`config.mk`:
```
export PLATFORM = sky130hd
export DESIGN_NAME = fetch_unit
export DESIGN_NICKNAME = d
export VERILOG_FILES = /design/src/rtl/fetch_unit.sv
export SDC_FILE = /design/constraint.sdc
export NUM_CORES = 1
export LEC_CHECK = 0
export CORE_ASPECT_RATIO = 1.25
export CORE_MARGIN = 2
export CORE_UTILIZATION = 39
export CTS_BUF_LIST = sky130_fd_sc_hd__clkbuf_4 sky130_fd_sc_hd__clkbuf_8
export DETAILED_ROUTE_END_ITERATION = 8
export GPL_TIMING_DRIVEN = 0
export HOLD_SLACK_MARGIN = 0.02
export PLACE_DENSITY = 0.69
export SKIP_CTS_REPAIR_TIMING = 1
export SYNTH_ARGS = -nofsm -noshare
export SYNTH_HDL_FRONTEND = slang
export SYNTH_SLANG_ARGS = --single-unit
```
`constraint.sdc`:
```
create_clock -name clk -period 4.2 [get_ports clk]
set_input_delay 0.84 -clock clk [delete_from_list [all_inputs] [get_ports clk]]
set_output_delay 0.84 -clock clk [all_outputs]
set_load 0.01 [all_outputs]
```
`src/rtl/fetch_unit.sv`:
```
// Instruction fetch: one-cycle PC-to-bus ADDR phase, then a memory request held until memReady; the word is valid 2 cycles after pcOutEn at best.
// New fetches stall while the buffer plus the in-flight fetch reaches DEPTH (DEPTH=2 with FETCH_PREFETCH_EN, otherwise 1).
module fetch_unit #(
  parameter int WIDTH = 16
) (
  input  logic             clk,
  input  logic             reset,
  input  logic [WIDTH-1:0] bus,
  output logic             pcOutEn,
  output logic             pcCount,
  output logic             memReq,
  output logic [WIDTH-1:0] memAddr,
  input  logic             memReady,
  input  logic [WIDTH-1:0] memData,
  output logic [WIDTH-1:0] instr,
  output logic [WIDTH-1:0] instrAddr,
  output logic             instrValid,
  input  logic             instrAccept,
  input  logic             halt,
  input  logic             flush
);

`ifdef FETCH_PREFETCH_EN
  localparam int DEPTH = 2;
`else
  localparam int DEPTH = 1;
`endif
  localparam logic [1:0] DEPTH_C = 2'(DEPTH);

  typedef enum logic [1:0] {IDLE, ADDR, MEM} state_t;

  typedef struct packed {
    logic [WIDTH-1:0] data;
    logic [WIDTH-1:0] addr;
  } entry_t;

  state_t     state;
  logic       discard;
  logic [1:0] cnt;
  logic [1:0] cnt_nxt;
  logic [1:0] wr_idx;
  entry_t     ent     [DEPTH];
  entry_t     ent_nxt [DEPTH];
  logic       start;
  logic       complete;
  logic       push;
  logic       pop;

  // Only one fetch can be in flight, and never while IDLE, so occupancy is just cnt here.
  assign start    = (state == IDLE) && !halt && !flush && (cnt < DEPTH_C);
  assign complete = (state == MEM) && memReady;
  assign push     = complete && !discard && !flush;
  assign pop      = instrValid && instrAccept && !flush;
  assign wr_idx   = cnt - 2'(pop);

  // Shift buffer: slot 0 is always the head, so instr/instrAddr come straight from flops.
  always_comb begin
    cnt_nxt = cnt;
    for (int i = 0; i < DEPTH; i++) ent_nxt[i] = ent[i];
    if (flush) begin
      cnt_nxt = '0;
    end else begin
      if (pop) begin
        for (int i = 0; i < DEPTH; i++) begin
          if (i < DEPTH - 1) ent_nxt[i] = ent[(i + 1) % DEPTH];
        end
      end
      if (push) begin
        for (int i = 0; i < DEPTH; i++) begin
          if (wr_idx == 2'(i)) ent_nxt[i] = '{data: memData, addr: memAddr};
        end
      end
      cnt_nxt = cnt + 2'(push) - 2'(pop);
    end
  end

  always_ff @(posedge clk or negedge reset) begin
    if (!reset) begin
      state      <= IDLE;
      discard    <= 1'b0;
      cnt        <= '0;
      pcOutEn    <= 1'b0;
      pcCount    <= 1'b0;
      memReq     <= 1'b0;
      memAddr    <= '0;
      instrValid <= 1'b0;
      for (int i = 0; i < DEPTH; i++) ent[i] <= '0;
    end else begin
      cnt        <= cnt_nxt;
      instrValid <= (cnt_nxt != 2'd0);
      for (int i = 0; i < DEPTH; i++) ent[i] <= ent_nxt[i];
      pcCount    <= 1'b0;
      case (state)
        IDLE: begin
          if (start) begin
            state   <= ADDR;
            pcOutEn <= 1'b1;
          end
        end
        ADDR: begin
          state   <= MEM;
          pcOutEn <= 1'b0;
          pcCount <= 1'b1;
          memReq  <= 1'b1;
          memAddr <= bus;
          if (flush) discard <= 1'b1;
        end
        MEM: begin
          // The memory handshake is never aborted; a flushed fetch just drops its data.
          if (memReady) begin
            state   <= IDLE;
            memReq  <= 1'b0;
            discard <= 1'b0;
          end else if (flush) begin
            discard <= 1'b1;
          end
        end
        default: state <= IDLE;
      endcase
    end
  end

  assign instr     = ent[0].data;
  assign instrAddr = ent[0].addr;

endmodule

```
# ---- After elaboration in Yosys (flattened, before gate mapping)
# Index checks and enable logic that the tools add are counted.
dict set report totals {
  register_bits 57
  input_bits 38
  output_inout_bits 52
  wordCells 51
}
dict set report classes {
  addsub 3
  magnitude_cmp 1
  eq_ne 4
  muxes 12
  bitwise 1
  n_reduce_logical 20
}
# operator count
set op_table {}
lappend op_table {{logical AND 1 bit} 8}
lappend op_table {{2-to-1 mux 2 bit} 3}
lappend op_table {{case mux 1 bit (2 select lines)} 3}
lappend op_table {{case mux 2 bit (3 select lines)} 1}
lappend op_table {{AND reduction 2 bit} 3}
lappend op_table {{nonzero test 2 bit} 3}
lappend op_table {{2-to-1 mux 1 bit} 5}
lappend op_table {{zero test 2 bit} 2}
lappend op_table {{inequality test 2 bit (second input constant)} 2}
lappend op_table {{subtractor 2 x 1 -> 2 bit} 2}
lappend op_table {{zero test 1 bit} 3}
lappend op_table {{AND reduction 3 bit} 1}
lappend op_table {{adder 2 x 1 -> 2 bit} 1}
lappend op_table {{equality test 2 x 1 -> 1 bit (second input constant)} 1}
lappend op_table {{equality test 2 bit (second input constant)} 1}
lappend op_table {{< comparator 2 x 1 -> 1 bit (second input constant)} 1}
lappend op_table {{inverter 1 bit} 1}

# ---- Depth between registers and ports, before layout
dict set report depth {
  word_depth 8
  mapped_depth 10
  mapped_depth_nobuf 10
}

# ---- Worst setup path after synthesis
# No wires, ideal clock.
dict set report synth_timing {
  path_kind {input to register}
  startpoint {input port flush}
  endpoint {register instrValid}
  setup_time_ps 127
  t_arrival_ps 2107
  required_time_ps 4073
  path_slack_ps 1966
  cell_stages 9
  path_buffers 0
  cell_sequence {nand3b_2 inv_1 ha_1 inv_1 ha_1 xor2_1 xnor2_1 nor2_1 or2_2}
}
dict set report synth_between {
  elab_chain_cells 6
  elab_cells_between_ends 7
  classes_between {add/sub: 2; mux: 1; reduce/logical: 4}
}
# item line_no
set synth_rtl {}
lappend synth_rtl {{start, declared} 20} ;# input logic flush
lappend synth_rtl {{zero test 1 bit} {52, 53}}
lappend synth_rtl {{logical AND 1 bit} 52} ;# assign push = complete && !discard && !flush;
lappend synth_rtl {{adder 2 x 1 -> 2 bit} 73} ;# cnt_nxt = cnt + 2'(push) - 2'(pop);
lappend synth_rtl {{subtractor 2 x 1 -> 2 bit} 73}
lappend synth_rtl {{2-to-1 mux 2 bit (*)} 60} ;# if (flush) begin
lappend synth_rtl {{named net cnt_nxt[1]} 40} ;# logic [1:0] cnt_nxt;
lappend synth_rtl {{nonzero test 2 bit (*)} 90} ;# instrValid <= (cnt_nxt != 2'd0);
lappend synth_rtl {{end signal, assigned} 90}
lappend synth_rtl {{end, declared} 17} ;# output logic instrValid,
# The timed path passes the listed nets; every way through them passes the cells marked *.
# A chain may end at the register's enable or synchronous reset.

# ---- Final worst setup path
# Same ends and word-level chain as after synthesis.

==> metrics.txt <==
clock transition at the registers of the reported paths=0.06 ns; Avg Cell Area, Syn=16.5 um2; transition time at the pin with the least slew margin=0.682 ns; number of optimization iterations in the first detailed-route pass=4; Post-route DRC=0; primary flip-flop cell chosen by synthesis mapping=sky130_fd_sc_hd__dfrtp_1; most instantiated library cell after synthesis=sky130_fd_sc_hd__dfrtp_1; detailed-route wire length=4.63 mm; cell count after placement=321; Initial Util=0.396; ys async rst share=1.00; GR Util met3=0.0604; capture instance of the worst register-to-register path=instrValid; RSZ-0062 raised after global routing=false; TritonCTS clock tree=built; area added between synthesis and finish=50.9%; clock skew after layout=0.00523 ns; highest achievable clock rate=386 MHz; Max-cap violations=0; cell type contributing the most total cell area after synthesis=sky130_fd_sc_hd__dfrtp_1; met2 track utilization from global routing=0.230; Setup crit end kind=register; core outline area=6090 um2; worst slew margin relative to its limit=0.546; Synth top area share=0.592; layer carrying the most global-route usage=met2; global-route wire length before repair=7.40 mm; maximum vdd drop=0.379 mV; unique cell type count in the Yosys netlist=23; Crit path arrival time=2.80 ns; via count normalized by instance count=4.54; total gr overflow=0; routability congestion estimate=0.751; #FFs+latches synth=57; critical setup path kind=primary input to register; # port buffers=89; largest net degree at the start of global routing=34; Fin. Hold Viols=0; full die area=6820 um2; Boundary Pins=90; number of endpoints failing setup at the final stage=0; global-route total usage across every layer=0.146; Clock Path Buffers=2; via count of the first global-routing pass=1,593; share of cells above drive strength 1=0.291; cell with the largest stage delay on the worst path=sky130_fd_sc_hd__clkdlybuf4s50_1; R2R depth=10; result of the run=complete, no violations; worst setup slack after placement=1.25 ns; Worst Path Max Fanout=6; Mapped Area=2410 um2; main area contributors after synthesis=sky130_fd_sc_hd__dfrtp_1, sky130_fd_sc_hd__mux2_4, sky130_fd_sc_hd__mux2_2, sky130_fd_sc_hd__ha_1, sky130_fd_sc_hd__buf_12; standard cell area after detailed placement=3420 um2; Chip Height=91.9 um; most used standard cells in the synthesized netlist=sky130_fd_sc_hd__dfrtp_1, sky130_fd_sc_hd__mux2_4, sky130_fd_sc_hd__mux2_2; startpoint type of the worst setup path=primary input; clock buffer count from CTS=9; Tightest Hold Check Type=primary input to asynchronous set/reset pin; number of instances in the synthesized netlist=146; proportion of synthesized chip area in sequential cells=0.592; post-route non-filler standard cell count=336; count of nets left with antenna violations after detail routing=0; final design instance area without fill=3630 um2; number of enable flip-flop cells after synthesis=0; H-tree lvl count=3; clock root buffer=sky130_fd_sc_hd__clkbuf_8; Setup TNS=0 ns; Filler Cells Inserted=521; NumNets Final=291; worst reg2reg setup slack=2.06 ns; number of max-slew violations in the final report=0; average wire length per cell after detail routing=13.8 um; crit-path cells=clkdlybuf4s50_1 -> nand3b_2 -> inv_1 -> ha_1 -> inv_1 -> ha_1 -> xor2_1 -> xnor2_1 -> nor2_1 -> or2_2; clock sink total=57; net count after synthesis=190; LEAKAGE=1.74 nW; largest incremental delay on the critical path=0.58 ns; global-route track usage on met1=0.173; share of the cycle needed by the critical path after routing=0.616; Final WS setup=1.61 ns; clock latency at the later pin of the worst-skew pair=0.33 ns; synth warn=0; Worst EP required=4.41 ns; hold slack=0.504 ns; chip width=74.3 um; number of antenna violations at the first check in global routing=0; launch instance of the worst register-to-register path=state[0]; DP HPWL=3.28 mm; power density over cell area=722 nW/um2; starting DRC count in detailed routing=46; standard-cell row count=32; total via count in the routed design=1,525; count of antenna diodes in the layout=0; time the final worst path needs with I/O delays and setup=2.59 ns
flip-flops by register name (all words and copies together) (netlist names):
register	count
memAddr	16
pcCount	1
instrValid	1
cnt	2
state	2
instrAddr	16
memReq	1
discard	1
instr	16
pcOutEn	1
cell type report:
cell class	instances	area, um2	area share
well taps	85	106	0.0293
plain buffers	6	78.8	0.0217
multi-input cells	75	873	0.240
clock inverters	2	35.0	0.00964
clock buffers	13	179	0.0492
flip-flops and latches	57	1430	0.392
repair buffers	90	906	0.249
inverters	8	30.0	0.00826
layer usage:
layer	vias to the layer above	part of all wire
met4	0	0.016
li1	702	-
met5	-	0
met2	66	0.46
met3	9	0.091
met1	748	0.43
critical path: cells and delay by family:
family / cells / cell delay [ns]
XOR/XNOR: 2 / 0.33
adder cells (fa/ha/maj): 2 / 0.43
buffers and inverters: 3 / 0.69
AND/OR/NAND/NOR: 3 / 0.52
report_power, final:
| group | leakage (nW) | total [mW] | internal [mW] | switching [mW] |
|---|---|---|---|---|
| clock network | 0.112 | 0.541 | 0.334 | 0.206 |
| logic | 0.906 | 1.13 | 0.749 | 0.381 |
| registers | 0.724 | 0.955 | 0.803 | 0.152 |
worst max-delay path by stage:
stage | start | slack [ns] | to | cells past startpoint
global placement | reset | 0.51 | memAddr[6] | 1
floorplan | flush | 1.97 | instrValid | 9
detailed placement | flush | 1.25 | instrValid | 10
global route | flush | 1.51 | instrValid | 10
CTS | flush | 1.61 | instrValid | 10
finish | flush | 1.61 | instrValid | 10
placed cells by master (no fill, tap or decap), drive strengths merged, types with 2 or more instances in the layout:
cell type | Yosys | routed
inv | 8 | 8
dfrtp | 57 | 57
nor2 | 3 | 3
ha | 6 | 6
o22ai | 2 | 2
clkdlybuf4s50 | 0 | 88
mux2 | 50 | 50
buf | 4 | 6
xnor2 | 2 | 2
clkbuf | 2 | 15
cells by family (layout without fill, tap and decap cells):
group           after synthesis  after routing  synth area share
xor+xnor                      3              3            0.0109
flops                        57             57             0.592
mux                          51             51             0.285
simple gates                 10             10            0.0239
fa+ha+maj                     6              6            0.0312
compound gates                5              5            0.0119
buf+inv                      14            119            0.0452
stage by stage:
| stage | util | total power [mW] |
|---|---|---|
| finish | 0.597 | 2.63 |
| detailed placement | 0.562 | 2.11 |
| global route | 0.597 | 2.79 |
| global placement | 0.560 | 2.09 |
| CTS | 0.597 | 2.67 |
| floorplan | - | 1.49 |
No activity file was read; power rests on OpenSTA's default activity.
